### src/rtl/dram_user_pkg.sv
// Shared constants, command encodings and FSM state type for the DRAM user-port master.
package dram_user_pkg;

    localparam int unsigned DEF_COLUMNS    = 8;
    localparam int unsigned DEF_ROWS       = 128;
    localparam int unsigned DEF_BANKS      = 8;
    localparam int unsigned DEF_DRAM_WIDTH = 2;

    localparam logic CMD_READ  = 1'b0;
    localparam logic CMD_WRITE = 1'b1;

    typedef enum logic [1:0] {
        StIdle,
        StIssue,
        StWaitDone,
        StWaitData
    } state_e;

    // Column field addresses DRAM words, not individual columns.
    function automatic int unsigned calc_addr_width(input int unsigned banks,
                                                    input int unsigned rows,
                                                    input int unsigned cols,
                                                    input int unsigned dram_width);
        return $clog2(banks) + $clog2(rows) + $clog2(cols / dram_width);
    endfunction

    localparam int unsigned DEF_U_ADDR_WIDTH =
        calc_addr_width(DEF_BANKS, DEF_ROWS, DEF_COLUMNS, DEF_DRAM_WIDTH);

endpackage

### src/rtl/dram_req_fifo.sv
// Synchronous request FIFO with full/empty flags; Depth must be a power of two (>= 2).
module dram_req_fifo #(
    parameter int unsigned Width = 15,
    parameter int unsigned Depth = 4
) (
    input  logic             clk,
    input  logic             rst_n,
    input  logic             push,
    input  logic [Width-1:0] wdata,
    input  logic             pop,
    output logic [Width-1:0] rdata,
    output logic             full,
    output logic             empty
);

    localparam int unsigned PtrW = $clog2(Depth);

    logic [Width-1:0] mem_q [Depth];
    logic [PtrW-1:0]  wr_ptr_q, rd_ptr_q;
    logic [PtrW:0]    count_q;
    logic             push_ok, pop_ok;

    assign push_ok = push && !full;
    assign pop_ok  = pop && !empty;
    assign full    = (count_q == (PtrW + 1)'(Depth));
    assign empty   = (count_q == '0);
    assign rdata   = mem_q[rd_ptr_q];

    // Pointers wrap naturally because Depth is a power of two.
    always_ff @(posedge clk or negedge rst_n) begin
        if (!rst_n) begin
            wr_ptr_q <= '0;
            rd_ptr_q <= '0;
            count_q  <= '0;
        end else begin
            if (push_ok) wr_ptr_q <= wr_ptr_q + PtrW'(1);
            if (pop_ok)  rd_ptr_q <= rd_ptr_q + PtrW'(1);
            case ({push_ok, pop_ok})
                2'b10:   count_q <= count_q + (PtrW + 1)'(1);
                2'b01:   count_q <= count_q - (PtrW + 1)'(1);
                default: count_q <= count_q;
            endcase
        end
    end

    always_ff @(posedge clk) begin
        if (push_ok) mem_q[wr_ptr_q] <= wdata;
    end

endmodule

### src/rtl/dram_user_master.sv
// Queues host read/write requests and issues them one at a time to a DRAM controller user port.
// Optional watchdog with err_timeout output: define DRAM_USER_MASTER_TIMEOUT_EN.
module dram_user_master
    import dram_user_pkg::*;
#(
    parameter int unsigned NUMBER_OF_COLUMNS = DEF_COLUMNS,
    parameter int unsigned NUMBER_OF_ROWS    = DEF_ROWS,
    parameter int unsigned NUMBER_OF_BANKS   = DEF_BANKS,
    parameter int unsigned U_DATA_WIDTH      = 2,
    parameter int unsigned DRAM_DATA_WIDTH   = DEF_DRAM_WIDTH,
    parameter int unsigned QUEUE_DEPTH       = 4,
    parameter int unsigned TIMEOUT_CYCLES    = 64,
    localparam int unsigned U_ADDR_WIDTH =
        calc_addr_width(NUMBER_OF_BANKS, NUMBER_OF_ROWS, NUMBER_OF_COLUMNS, DRAM_DATA_WIDTH)
) (
    input  logic                    u_clk,
    input  logic                    u_rst_n,
    input  logic                    req_valid,
    output logic                    req_ready,
    input  logic                    req_cmd,
    input  logic [U_ADDR_WIDTH-1:0] req_addr,
    input  logic [U_DATA_WIDTH-1:0] req_wdata,
    output logic                    resp_valid,
    output logic [U_DATA_WIDTH-1:0] resp_data,
    output logic [U_ADDR_WIDTH-1:0] resp_addr,
    output logic                    u_en,
    output logic [U_ADDR_WIDTH-1:0] u_addr,
    output logic [U_DATA_WIDTH-1:0] u_data_i,
    output logic                    u_cmd,
    input  logic [U_DATA_WIDTH-1:0] u_data_o,
    input  logic                    u_data_valid,
    input  logic                    u_cmd_ack,
    input  logic                    u_busy,
`ifdef DRAM_USER_MASTER_TIMEOUT_EN
    output logic                    err_timeout,
`endif
    output logic                    idle
);

    if (QUEUE_DEPTH < 2 || (QUEUE_DEPTH & (QUEUE_DEPTH - 1)) != 0) begin : g_bad_depth
        $error("QUEUE_DEPTH must be a power of two >= 2");
    end
    if (TIMEOUT_CYCLES == 0) begin : g_bad_timeout
        $error("TIMEOUT_CYCLES must be non-zero");
    end

    typedef struct packed {
        logic                    cmd;
        logic [U_ADDR_WIDTH-1:0] addr;
        logic [U_DATA_WIDTH-1:0] wdata;
    } req_t;

    req_t   push_entry, head;
    logic   fifo_push, fifo_pop, fifo_full, fifo_empty;
    state_e state_q, state_d;
    logic   load_cmd, resp_capture;

    logic [U_ADDR_WIDTH-1:0] u_addr_q, resp_addr_q;
    logic [U_DATA_WIDTH-1:0] u_data_q, resp_data_q;
    logic                    u_cmd_q, resp_valid_q;

    assign push_entry = '{cmd: req_cmd, addr: req_addr, wdata: req_wdata};
    assign fifo_push  = req_valid && req_ready;
    assign req_ready  = !fifo_full;

    dram_req_fifo #(
        .Width ($bits(req_t)),
        .Depth (QUEUE_DEPTH)
    ) u_fifo (
        .clk   (u_clk),
        .rst_n (u_rst_n),
        .push  (fifo_push),
        .wdata (push_entry),
        .pop   (fifo_pop),
        .rdata (head),
        .full  (fifo_full),
        .empty (fifo_empty)
    );

`ifdef DRAM_USER_MASTER_TIMEOUT_EN
    localparam int unsigned WdW = (TIMEOUT_CYCLES > 1) ? $clog2(TIMEOUT_CYCLES) : 1;
    logic [WdW-1:0] wd_cnt_q;
    logic           timeout_hit;
    logic           err_timeout_q;
`endif

    always_comb begin
        state_d      = state_q;
        fifo_pop     = 1'b0;
        load_cmd     = 1'b0;
        resp_capture = 1'b0;
        unique case (state_q)
            StIdle: begin
                if (!fifo_empty && !u_busy) begin
                    state_d  = StIssue;
                    load_cmd = 1'b1;
                end
            end
            StIssue: begin
                if (u_cmd_ack) begin
                    fifo_pop = 1'b1;
                    state_d  = (u_cmd_q == CMD_WRITE) ? StWaitDone : StWaitData;
                end
            end
            StWaitDone: begin
                if (!u_busy) state_d = StIdle;
            end
            StWaitData: begin
                if (u_data_valid) begin
                    resp_capture = 1'b1;
                    state_d      = StIdle;
                end
            end
            default: state_d = StIdle;
        endcase
`ifdef DRAM_USER_MASTER_TIMEOUT_EN
        // Normal progress on the last allowed cycle wins over the watchdog.
        timeout_hit = 1'b0;
        if (state_q != StIdle && state_d == state_q &&
            wd_cnt_q == WdW'(TIMEOUT_CYCLES - 1)) begin
            timeout_hit = 1'b1;
            state_d     = StIdle;
            if (state_q == StIssue) fifo_pop = 1'b1;
        end
`endif
    end

    always_ff @(posedge u_clk or negedge u_rst_n) begin
        if (!u_rst_n) begin
            state_q      <= StIdle;
            u_addr_q     <= '0;
            u_data_q     <= '0;
            u_cmd_q      <= CMD_READ;
            resp_valid_q <= 1'b0;
            resp_data_q  <= '0;
            resp_addr_q  <= '0;
        end else begin
            state_q      <= state_d;
            resp_valid_q <= resp_capture;
            if (load_cmd) begin
                u_addr_q <= head.addr;
                u_data_q <= head.wdata;
                u_cmd_q  <= head.cmd;
            end
            if (resp_capture) begin
                resp_data_q <= u_data_o;
                resp_addr_q <= u_addr_q;
            end
        end
    end

`ifdef DRAM_USER_MASTER_TIMEOUT_EN
    always_ff @(posedge u_clk or negedge u_rst_n) begin
        if (!u_rst_n) begin
            wd_cnt_q      <= '0;
            err_timeout_q <= 1'b0;
        end else begin
            if (state_d != state_q)     wd_cnt_q <= '0;
            else if (state_q != StIdle) wd_cnt_q <= wd_cnt_q + WdW'(1);
            if (timeout_hit) err_timeout_q <= 1'b1;
        end
    end

    assign err_timeout = err_timeout_q;
`endif

    assign u_en       = (state_q != StIdle);
    assign u_addr     = u_addr_q;
    assign u_data_i   = u_data_q;
    assign u_cmd      = u_cmd_q;
    assign resp_valid = resp_valid_q;
    assign resp_data  = resp_data_q;
    assign resp_addr  = resp_addr_q;
    assign idle       = fifo_empty && (state_q == StIdle);

endmodule

### config.mk
export PLATFORM = sky130hd
export DESIGN_NAME = dram_user_master
export DESIGN_NICKNAME = d
export VERILOG_FILES = /design/src/rtl/dram_user_pkg.sv /design/src/rtl/dram_req_fifo.sv /design/src/rtl/dram_user_master.sv
export SDC_FILE = /design/constraint.sdc
export NUM_CORES = 1
export LEC_CHECK = 0
export BUFFER_PORTS_ARGS = -buffer_cell sky130_fd_sc_hd__buf_2
export CAP_MARGIN = 20
export CORE_ASPECT_RATIO = 0.7
export CORE_MARGIN = 3
export CORE_UTILIZATION = 60
export CTS_CLUSTER_DIAMETER = 60
export DETAILED_ROUTE_END_ITERATION = 7
export MAX_ROUTING_LAYER = met4
export PLACE_DENSITY = 0.83
export SLEW_MARGIN = 30
export SYNTH_ARGS = -nofsm -noshare
export SYNTH_HDL_FRONTEND = slang
export SYNTH_SLANG_ARGS = --single-unit
export TNS_END_PERCENT = 100
### constraint.sdc
create_clock -name u_clk -period 4.59 [get_ports u_clk]
set_clock_uncertainty 0.2 [all_clocks]
set_input_delay 0.2295 -clock u_clk [delete_from_list [all_inputs] [get_ports u_clk]]
set_output_delay 0.2295 -clock u_clk [all_outputs]
set_load 0.02 [all_outputs]
## Yosys cells after proc, flatten, opt, wreduce, memory -nomap -nowiden

Memories as Yosys holds them, arrays and structs flattened. A register that Yosys moved wholly into a read port is not among the register bits.
Cells that the tools add are included.
Widths: inputs -> output; s select.

| cells by class | value |
|---|---|
| add/subtract/negate cells | 4 |
| equal/unequal tests | 10 |
| muxes and demuxes | 15 |
| reductions and logical operators | 14 |

Operator list:

| operator | number |
|---|---|
| $mux 1 | 9 |
| $mux 2 | 4 |
| $ne 2x2->1 const B | 4 |
| $pmux 2 s4 | 1 |
| $eq 2x2->1 const B | 3 |
| $pmux 3 s2 | 1 |
| $logic_and 1x1->1 | 5 |
| $add 2x1->2 const B | 2 |
| $eq 2x1->1 const B | 2 |
| $logic_not 1->1 | 4 |
| $reduce_and 4->1 | 1 |
| $reduce_bool 2->1 | 2 |
| $add 3x1->3 const B | 1 |
| $eq 3x3->1 const B | 1 |
| $logic_not 3->1 | 1 |
| $sub 3x1->3 const B | 1 |
| $logic_not 2->1 | 1 |

| storage, ports and cells | value |
|---|---|
| register bits after elaboration | 24 |
| memory bits (writable) | 60 |
| memories | 1 |

Memory list:

| memory | words | bits a word | read ports | clocked after Yosys merged registers in | wr ports | line | RTL |
|---|---|---|---|---|---|---|---|
| u_fifo.mem_q | 4 | 15 | 1 | 1 | 1 | dram_req_fifo.sv:18 | `logic [Width-1:0] mem_q [Depth];` |

## Longest topological paths before layout

Gate-level depths: netlist (run 1).

| logic depth | value |
|---|---|
| depth after elaboration | 6 |
| depth in mapped cells | 9 |
| gate-level depth less buffers | 9 |

## By module

From an unflattened synthesis (run 1), not the netlist that was laid out.

| second synthesis, totals | value |
|---|---|
| cell total of the unflattened synthesis | 196 |
| area, all modules | 3897.5 um2 |

Modules (own cells, without submodules):

| module | area an instance (um2) | instances | cells each |
|---|---|---|---|
| dram_req_fifo | 2632.5 | 1 | 116 |
| dram_user_master | 1265.0 | 1 | 80 |

## Least setup slack after synthesis (run 1)

No wires, ideal clock.

| timing | value |
|---|---|
| path kind | register -> register |
| from | register u_fifo.count_q[0] |
| to | register u_fifo.count_q[2] |
| required time | 4.311 ns |
| path slack | 2.228 ns |
| library setup time | 0.079 ns |
| period minus slack after synthesis | 2.362 ns |
| stages on the path, launching flop included | 10 |
| data arrival time | 2.083 ns |
| path buffers | 0 |
| path through | dfrtp_1 or3b_4 and2_4 inv_1 ha_1 inv_1 fa_1 xor2_1 nor2_1 xor2_1 |

| between the ends | value |
|---|---|
| longest elaborated chain between the ends | 6 |

RTL lines:

| item | line | RTL |
|---|---|---|
| from (decl) | dram_req_fifo.sv:20 | `logic [PtrW:0] count_q;` |
| from (signal assigned) | dram_req_fifo.sv:39 | `2'b10: count_q <= count_q + (PtrW + 1)'(1);` |
| from (signal assigned) | dram_req_fifo.sv:40 | `2'b01: count_q <= count_q - (PtrW + 1)'(1);` |
| from (signal assigned) | dram_req_fifo.sv:41 | `default: count_q <= count_q;` |
| $eq 3x3->1 * | dram_req_fifo.sv:25 | `assign full = (count_q == (PtrW + 1)'(Depth));` |
| $logic_not 1->1 * | dram_user_master.sv:64 | `assign req_ready = !fifo_full;` |
| net req_ready | dram_user_master.sv:19 | `output logic req_ready,` |
| $logic_and 1x1->1 | dram_user_master.sv:63 | `assign fifo_push = req_valid && req_ready;` |
| $logic_and 1x1->1 * | dram_req_fifo.sv:23 | `assign push_ok = push && !full;` |
| $eq 2x1->1 or $eq 2x2->1 (tied branches) | dram_req_fifo.sv:38 | `case ({push_ok, pop_ok})` |
| $pmux 3 s2 or $reduce_bool 2->1 (tied branches) | n/a |  |

Mark *: on every way through the listed nets, which the timed path passes. The rest lies on a longest branch.
A chain may end at the register's enable or synchronous reset.

## Final worst setup path (run 1)

| timing | value |
|---|---|
| from | register u_fifo.count_q[0] |
| to | register u_fifo.count_q[2] |

| between the ends | value |
|---|---|
| longest elaborated chain between the ends | 6 |

RTL lines:

| item | line |
|---|---|
| $eq 3x3->1 | dram_req_fifo.sv:25 |
| $logic_not 1->1 | dram_req_fifo.sv:23, dram_user_master.sv:64 |
| $logic_and 1x1->1 | dram_user_master.sv:63 |
| $logic_and 1x1->1 | dram_req_fifo.sv:23 |
| $eq 2x1->1 or $eq 2x2->1 (tied branches) | dram_req_fifo.sv:38 |
| $pmux 3 s2 or $reduce_bool 2->1 (tied branches) | n/a |

Several ways; a longest one is shown, not always the timed one.

==> results of run 1 <==
[report_power, final]
group / internal (uW) / switching [uW] / total [uW]
clock: 195 / 269 / 463
combinational: 486 / 490 / 977
sequential: 1240 / 217 / 1460
[cell families after synthesis]
group	synth area share
xor+xnor	0.01363
flops	0.7205
fa+ha+maj	0.02142
simple gates	0.03408
compound gates	0.008441
buf+inv	0.02304
mux	0.1788
[critical path: stages, from the launching register on]
cell and delay [ns]:
dfrtp_1 0.47, or3b_4 0.46, and2_4 0.19, inv_1 0.05, ha_1 0.16, inv_1 0.06, fa_1 0.37, xor2_1 0.15
nor2_1 0.10, xor2_1 0.15
[cell usage after synthesis, types with 2 or more instances]
cell	count	area (sq um)
xor2_1	4	35.03
ha_1	5	62.56
and3_1	4	25.02
nor2b_1	2	12.51
dfrtp_1	39	975.9
buf_6	3	33.78
inv_1	7	26.28
xnor2_1	2	17.52
o21ai_0	2	10.01
mux2_2	29	326.6
nor3_4	2	32.53
edfxtp_1	60	1802
mux4_2	15	337.8
buf_2	2	10.01
[cell type report]
type	instances	area, sq um	area share
Multi-Input combinational cell	80	988.4	0.2188
Inverter	7	26.28	0.005817
Timing Repair Buffer	74	467.9	0.1036
Clock buffer	11	131.4	0.02909
Sequential cell	99	2779	0.6152
Clock inverter	5	30.03	0.006648
Tap cell	75	93.84	0.02078
[sequential cells by signal, indices dropped and copies added, names as in the netlist]
signal and cells:
u_cmd 1, state_q 2, u_fifo.wr_ptr_q 2, resp_data 2, resp_valid 1, u_addr 12
resp_addr 12, u_fifo.count_q 3, u_fifo.rd_ptr_q 2, u_fifo.mem_q 60, u_data_i 2
[final timing paths]
check	start	endpoint
max	u_fifo.count_q[0]$_DFFE_PN0P_	u_fifo.count_q[2]$_DFFE_PN0P_
min	req_valid	u_fifo.wr_ptr_q[0]$_DFFE_PN0P_
max reg2reg	u_fifo.count_q[0]$_DFFE_PN0P_	u_fifo.count_q[2]$_DFFE_PN0P_
min reg2reg	resp_addr[1]$_DFFE_PN0P_	resp_addr[1]$_DFFE_PN0P_
max in group asynchronous	u_rst_n	u_fifo.rd_ptr_q[0]$_DFFE_PN0P_
min in group asynchronous	u_rst_n	u_addr[2]$_DFFE_PN0P_
[metal layers]
layer | up-vias | global-route usage
li1 | 891 | -
met1 | 994 | 0.2713
met2 | 58 | 0.2942
met3 | 9 | 0.05731
met4 | 0 | 0.06195
met5 | - | -
[per-stage QoR]
stage,total power (uW),utilization
floorplan,2180,-
global placement,2426,0.6986
detailed placement,2457,0.6988
CTS,2935,0.7578
global route,3084,0.7582
finish,2900,0.7582
[cell usage in the layout, fill, tap and decap left out, drive strengths merged, types with 5 or more instances in the layout]
cell type | Yosys | routed
dlygate4sd3 | 0 | 19
buf | 6 | 55
dfrtp | 39 | 39
inv | 7 | 7
edfxtp | 60 | 60
mux4 | 15 | 15
mux2 | 30 | 30
ha | 5 | 5
clkbuf | 1 | 11
==> impl_results.md, run 1 <==
* Largest net degree at the start of global routing at 40
* Final #Nets at 300
* Status: finished, final reports clean
* Initial DRC count at 87
* Slew Limit Fails at 0
* Maximum clock frequency at 414.1 MHz
* Post-CTS Resized at 0
* GPL Wtd Cong at between 0.7 and 0.8
* Core Footprint at 5957 sq um
* Drt pass-1 iters at 4
* Die height at ~73 um
* Placed Area at ~4200 sq um
* Wire length on met3 at 268 um
* Initial antenna violation count at 0
* Crit. End Element: register
* Clock sink count at 99
* Least-Margin Pin Slew at roughly 0.88 ns
* CTS clk-pin slew, worst paths at 0.09 ns
* # fillers at 335
* Fraction of layout cells with a size suffix above 1 at 0.4312
* Async set or reset register ratio after synthesis at 0.3939
* Distinct cells, synth at 31
* Tot GR Track Use at 0.1984
* Routed via count at 1952
* Postcts setup bufs at 0
* DR vias/cell at between 5 and 6
* Number of CTS-inserted buffers at 9
* Die X-Extent at between 100 and 150 um
* Synth warnings at 0
* # diodes at 0
* Synth-to-layout area growth at 17.17%
* Hold_buf cts at 19
* Synthesized area per cell at 19.97 sq um
* WHS at 0.05093 ns
* GRT overflow at 0
* Min Tclk post-route at 2.415 ns
* Syn Nets at approximately 220
* Cells after Synth at 193
* CP Data Arrival Time at 2.50 ns
* Setup slack after placement at 2.191 ns
* Post-synth EDFFs at 60
* H-tree depth at 3
* Site Rows at 23
* Number of global-route vias before repair at 1971
* Met1 WL at 3.027 mm
* Hold crit path type: primary input to register
* Max_cap viols at 0
* Initial cell density of the core at 0.6471
* R2r worst-path depth at 9
* Crit-path max FO at 6
* WHS Path Cells at 3
* Post-route DRC at 0
* Setup-failing EPs final at 0
* Worst-Skew Late Latency at 0.35 ns
* Final Hold Viols at 0
* Yosys reg bits at ~100
* VDD IR max at 347.0 uV
* TNS Setup at 0 ns
* CTS root buf: clkbuf_8
* Final cell count without fillers at 351
* Post-Syn Area at 3855 sq um
* DR WL met2 at 2.963 mm
* WL final at 6.348 mm
* Placed cells at 316
* Clock buffer depth at 2
* Type of origin of the critical path: register
* TritonCTS clock tree: yes
* Die area at 7438 sq um
* Global-route wire length before repair at 10.32 mm
* Top Metal Used: met4
* Req. time, crit path at 4.67 ns
* RSZ-0062 raised after global routing: no
* Avg WL per Cell at 18.09 um
* Setup CP Type: register to register
* # IOs at 56
* Design Area, Final at 4517 sq um
* R2R Setup Slk at 2.18 ns
* Fin crit share at 0.5261
* Setup ws final at 2.175 ns
* Seq/Total Area, Yosys at 0.7205
* PwrDens at 642.0 nW/um^2
* Relative slew margins at 0.4103
* Port-buffer cells at 55
* Post-synth top flop: edfxtp_1
* Routed Antenna Nets at 0
* DP HPWL at 4.108 mm
* Pleak at 0.001801 uW
Power figures use the tool's default switching activity.
==> inputs of run 2 (changes only) <==
- ABC_AREA: unset -> 1
- CORE_UTILIZATION: 60 -> 52
- PLACE_DENSITY: 0.83 -> 0.76
- clock period: 4.59 -> 2 ns (I/O delays scaled with it)
==> run 2 against run 1 <==
  * Maximum frequency increased by 25%
  * Register-to-register slack got worse by 2.1 ns
  * Total power increased to 2.7 times the previous value
  * Non-clock buffer count increased by 25
  * Synthesized area increased by 10%
  * Cell count increased by 82%
  * Wire length increased by 34%
  * Via count increased by 56%
  * Critical path type unchanged
  * Critical endpoint unchanged
==> impl_results.md, run 2 <==
* Setup-failing EPs final at 0
* Final cell count without fillers at about 640
* TNS Setup at 0 ns
* Status: finished, final reports clean
* # fillers at 575
* Least-Margin Pin Slew at 0.5394 ns
* Most common cell after layout, fill and taps aside: nand2_1
* Final #Nets at 565
* Site Rows at 26
* Post-Synth Adder-Cell Area at 0.01941
* Crit. End Element: register
* Top cells by area, synth: edfxtp_1, dfrtp_1, nand2_1, inv_1, nand3_1
* Port-buffer cells at 55
* Tot GR Track Use at 0.2076
* Drt pass-1 iters at 4
* Routed Antenna Nets at 0
* CTS root buf: clkbuf_16
* Die height at 81.68 um
* TritonCTS clock tree: yes
* Synth Area in Simple Gates at 0.2206
* CP Data Arrival Time at 1.96 ns
* RSZ-0062 raised after global routing: yes
* Post-route DRC at 0
* Global-route wire length before repair at 14.26 mm
* Post-synth EDFFs at 60
* Die X-Extent at 114.1 um
* Post-synth top area share at 0.4235
* Number of CTS-inserted buffers at 9
* Synth-to-layout area growth at 24.62%
* Min Tclk post-route at approximately 1.9 ns
* Worst Path Buf+Inv at 3
* Post-Syn Area at around 4300 sq um
* Core Footprint at 7612 sq um
* Fraction of layout cells with a size suffix above 1 at 0.2052
* Distinct cells, synth at 21
* Largest net degree at the start of global routing at 40
* Hold crit path type: primary input to register
* Die area at 9320 sq um
* DP HPWL at 5.643 mm
* GRT overflow at 0
* Setup CP Type: register to register
* CP most frequent cell: inv_2
* H-tree depth at 3
* Worst-Skew Late Latency at 0.34 ns
* Final Hold Viols at 0
* Clock sink count at 99
* Req. time, crit path at 2.03 ns
* Fin util at 0.6964
* GPL Wtd Cong at 0.8416
* Relative slew margins at 0.6399
* Max FFs per register at 60
* Yosys reg bits at 99
* Synth warnings at 0
* Largest family of logic cells by synthesized area: simple AND/OR/NAND/NOR gates
* Top-count cell post-synth: nand2_1
* Max_cap viols at 0
* Setup ws final at 0.06306 ns
* Avg WL per Cell at 13.33 um
* Most flop-heavy register: u_fifo.mem_q
* CP max stage delay at 0.40 ns
* Synthesized area per cell at 9.668 sq um
* Post-synth top flop: edfxtp_1
* VDD IR max at 1079 uV
* Synth Area in Compound Gates at 0.004706
* Async set or reset register ratio after synthesis at 0.3939
* Most frequent cells in the layout: nand2_1, inv_1, edfxtp_1, buf_2, dfrtp_1
* Pleak at 0.002711 uW
* Number of global-route vias before repair at 2992
* Synth Area in XOR/XNOR at 0.008235
* Seq/Total Area, Yosys at 0.6529
* Crit-path cells: inv_2, nand2_1, nor2_1, nand2_1, inv_2, ha_4, inv_2, fa_2, nand2_2, nand3_2, xor2_1
* Slowest cell on the critical path: dfrtp_1
* Syn Nets at 469
* Routed via count at roughly 3000
* # IOs at 56
* Cells after Synth at 440
* Maximum clock frequency at about 520 MHz
* Commonest cells in the netlist: nand2_1, inv_1, edfxtp_1, dfrtp_1, nand3_1
* PwrDens at 1480 nW/um^2
* Initial DRC count at between 200 and 250
* Setup slack after placement at approximately 0.0019 ns
* CTS clk-pin slew, worst paths at 0.06 ns
* Type of origin of the critical path: register
* Placed cells at 596
* Slew Limit Fails at 0
* Crit path max-delay family: adder cells
* Mux cell area share after synthesis at 0
* Initial cell density of the core at 0.5588
* Fin crit share at 0.9685
* Initial antenna violation count at 0
* WL final at 8.518 mm
* DR vias/cell at 4.753
* Crit-path max FO at 3
* Post-synth top area cell: edfxtp_1
* Clock buffer depth at 2
* # diodes at 0
[run 2: cell types whose count changed in the layout (fill, tap and decap cells not counted), moves of 7 or more]
cell       previous run  this run
clkbuf_8              9         0
nand2_1               1       179
inv_1                 7        76
buf_4                 1        21
mux4_2               15         0
mux2_2               29         0
inv_2                 0         7
clkbuf_16             0        10
nand3_1               1        34
[run 2: metrics by stage]
step	power, uW	cell area (sq um)	hold WS [ns]
2_1_floorplan	5054	4264	-0.3956
3_3_place_gp	5875	4705	-0.02497
3_5_place_dp	5977	4705	-0.02068
4_1_cts	7825	5248	0.001967
5_1_grt	8427	5301	0.02101
6_report	7846	5301	0.01210
[run 2: kinds of logic after synthesis]
logic type | count (synthesis)
flops | 99
buf+inv | 98
xor+xnor | 4
simple gates | 229
fa+ha+maj | 6
compound gates | 4
[run 2: worst min-delay path: cells and delay by family]
family	cells	cell delay, ns
simple gates	4	0.28
buf+inv	2	0.13
[run 2: per-layer routing]
| metal | global-route usage | vias up | part of all wire |
|---|---|---|---|
| li1 | - | 1535 | - |
| met2 | 0.3242 | 64 | 0.48 |
| met3 | 0.05596 | 12 | 0.049 |
| met5 | - | - | 0 |
| met1 | 0.2653 | 1426 | 0.46 |
| met4 | 0.07473 | 0 | 0.012 |
[run 2: power breakdown]
part | internal (uW) | switching [uW] | total, uW
clock | 1040 | 690 | 1730
combinational | 1080 | 1910 | 2990
sequential | 2800 | 327 | 3130
total | 4920 | 2930 | 7850
[run 2: what timing repair did]
action | CTS | global route
hold endpoints to repair | 109 | 0
endpoints found under the setup margin | 1 | 2
gates resized for setup | 1 | 9
cloned | 0 | 0
hold buffers | 23 | 0
pin swaps | 1 | 3
buffers inserted | 1 | 3
[run 2: path summary, 6_finish.rpt]
check	start	endpoint	slack [ns]	depth (start not counted)
setup / recovery	state_q[1]$_DFFE_PN0P_	u_fifo.count_q[2]$_DFFE_PN0P_	0.06	11
hold / removal	u_busy	u_addr[7]$_DFFE_PN0P_	0.01	6
hold reg to reg	resp_data[0]$_DFFE_PN0P_	resp_data[0]$_DFFE_PN0P_	0.27	2
min in group asynchronous	u_rst_n	u_addr[6]$_DFFE_PN0P_	0.14	3
max in group asynchronous	u_rst_n	u_fifo.count_q[1]$_DFFE_PN0P_	1.08	3
setup reg to reg	state_q[1]$_DFFE_PN0P_	u_fifo.count_q[2]$_DFFE_PN0P_	0.06	11
[run 2: area by class of cell]
cell class                      instances  area (sq um)  area share
Inverter                               84         317.8     0.05995
Multi-Input combinational cell        243          1114      0.2101
Sequential cell                        99          2779      0.5242
Clock inverter                          4         47.55    0.008969
Tap cell                               98         122.6     0.02313
Timing Repair Buffer                   99         663.1      0.1251
Clock buffer                           12         257.7     0.04862
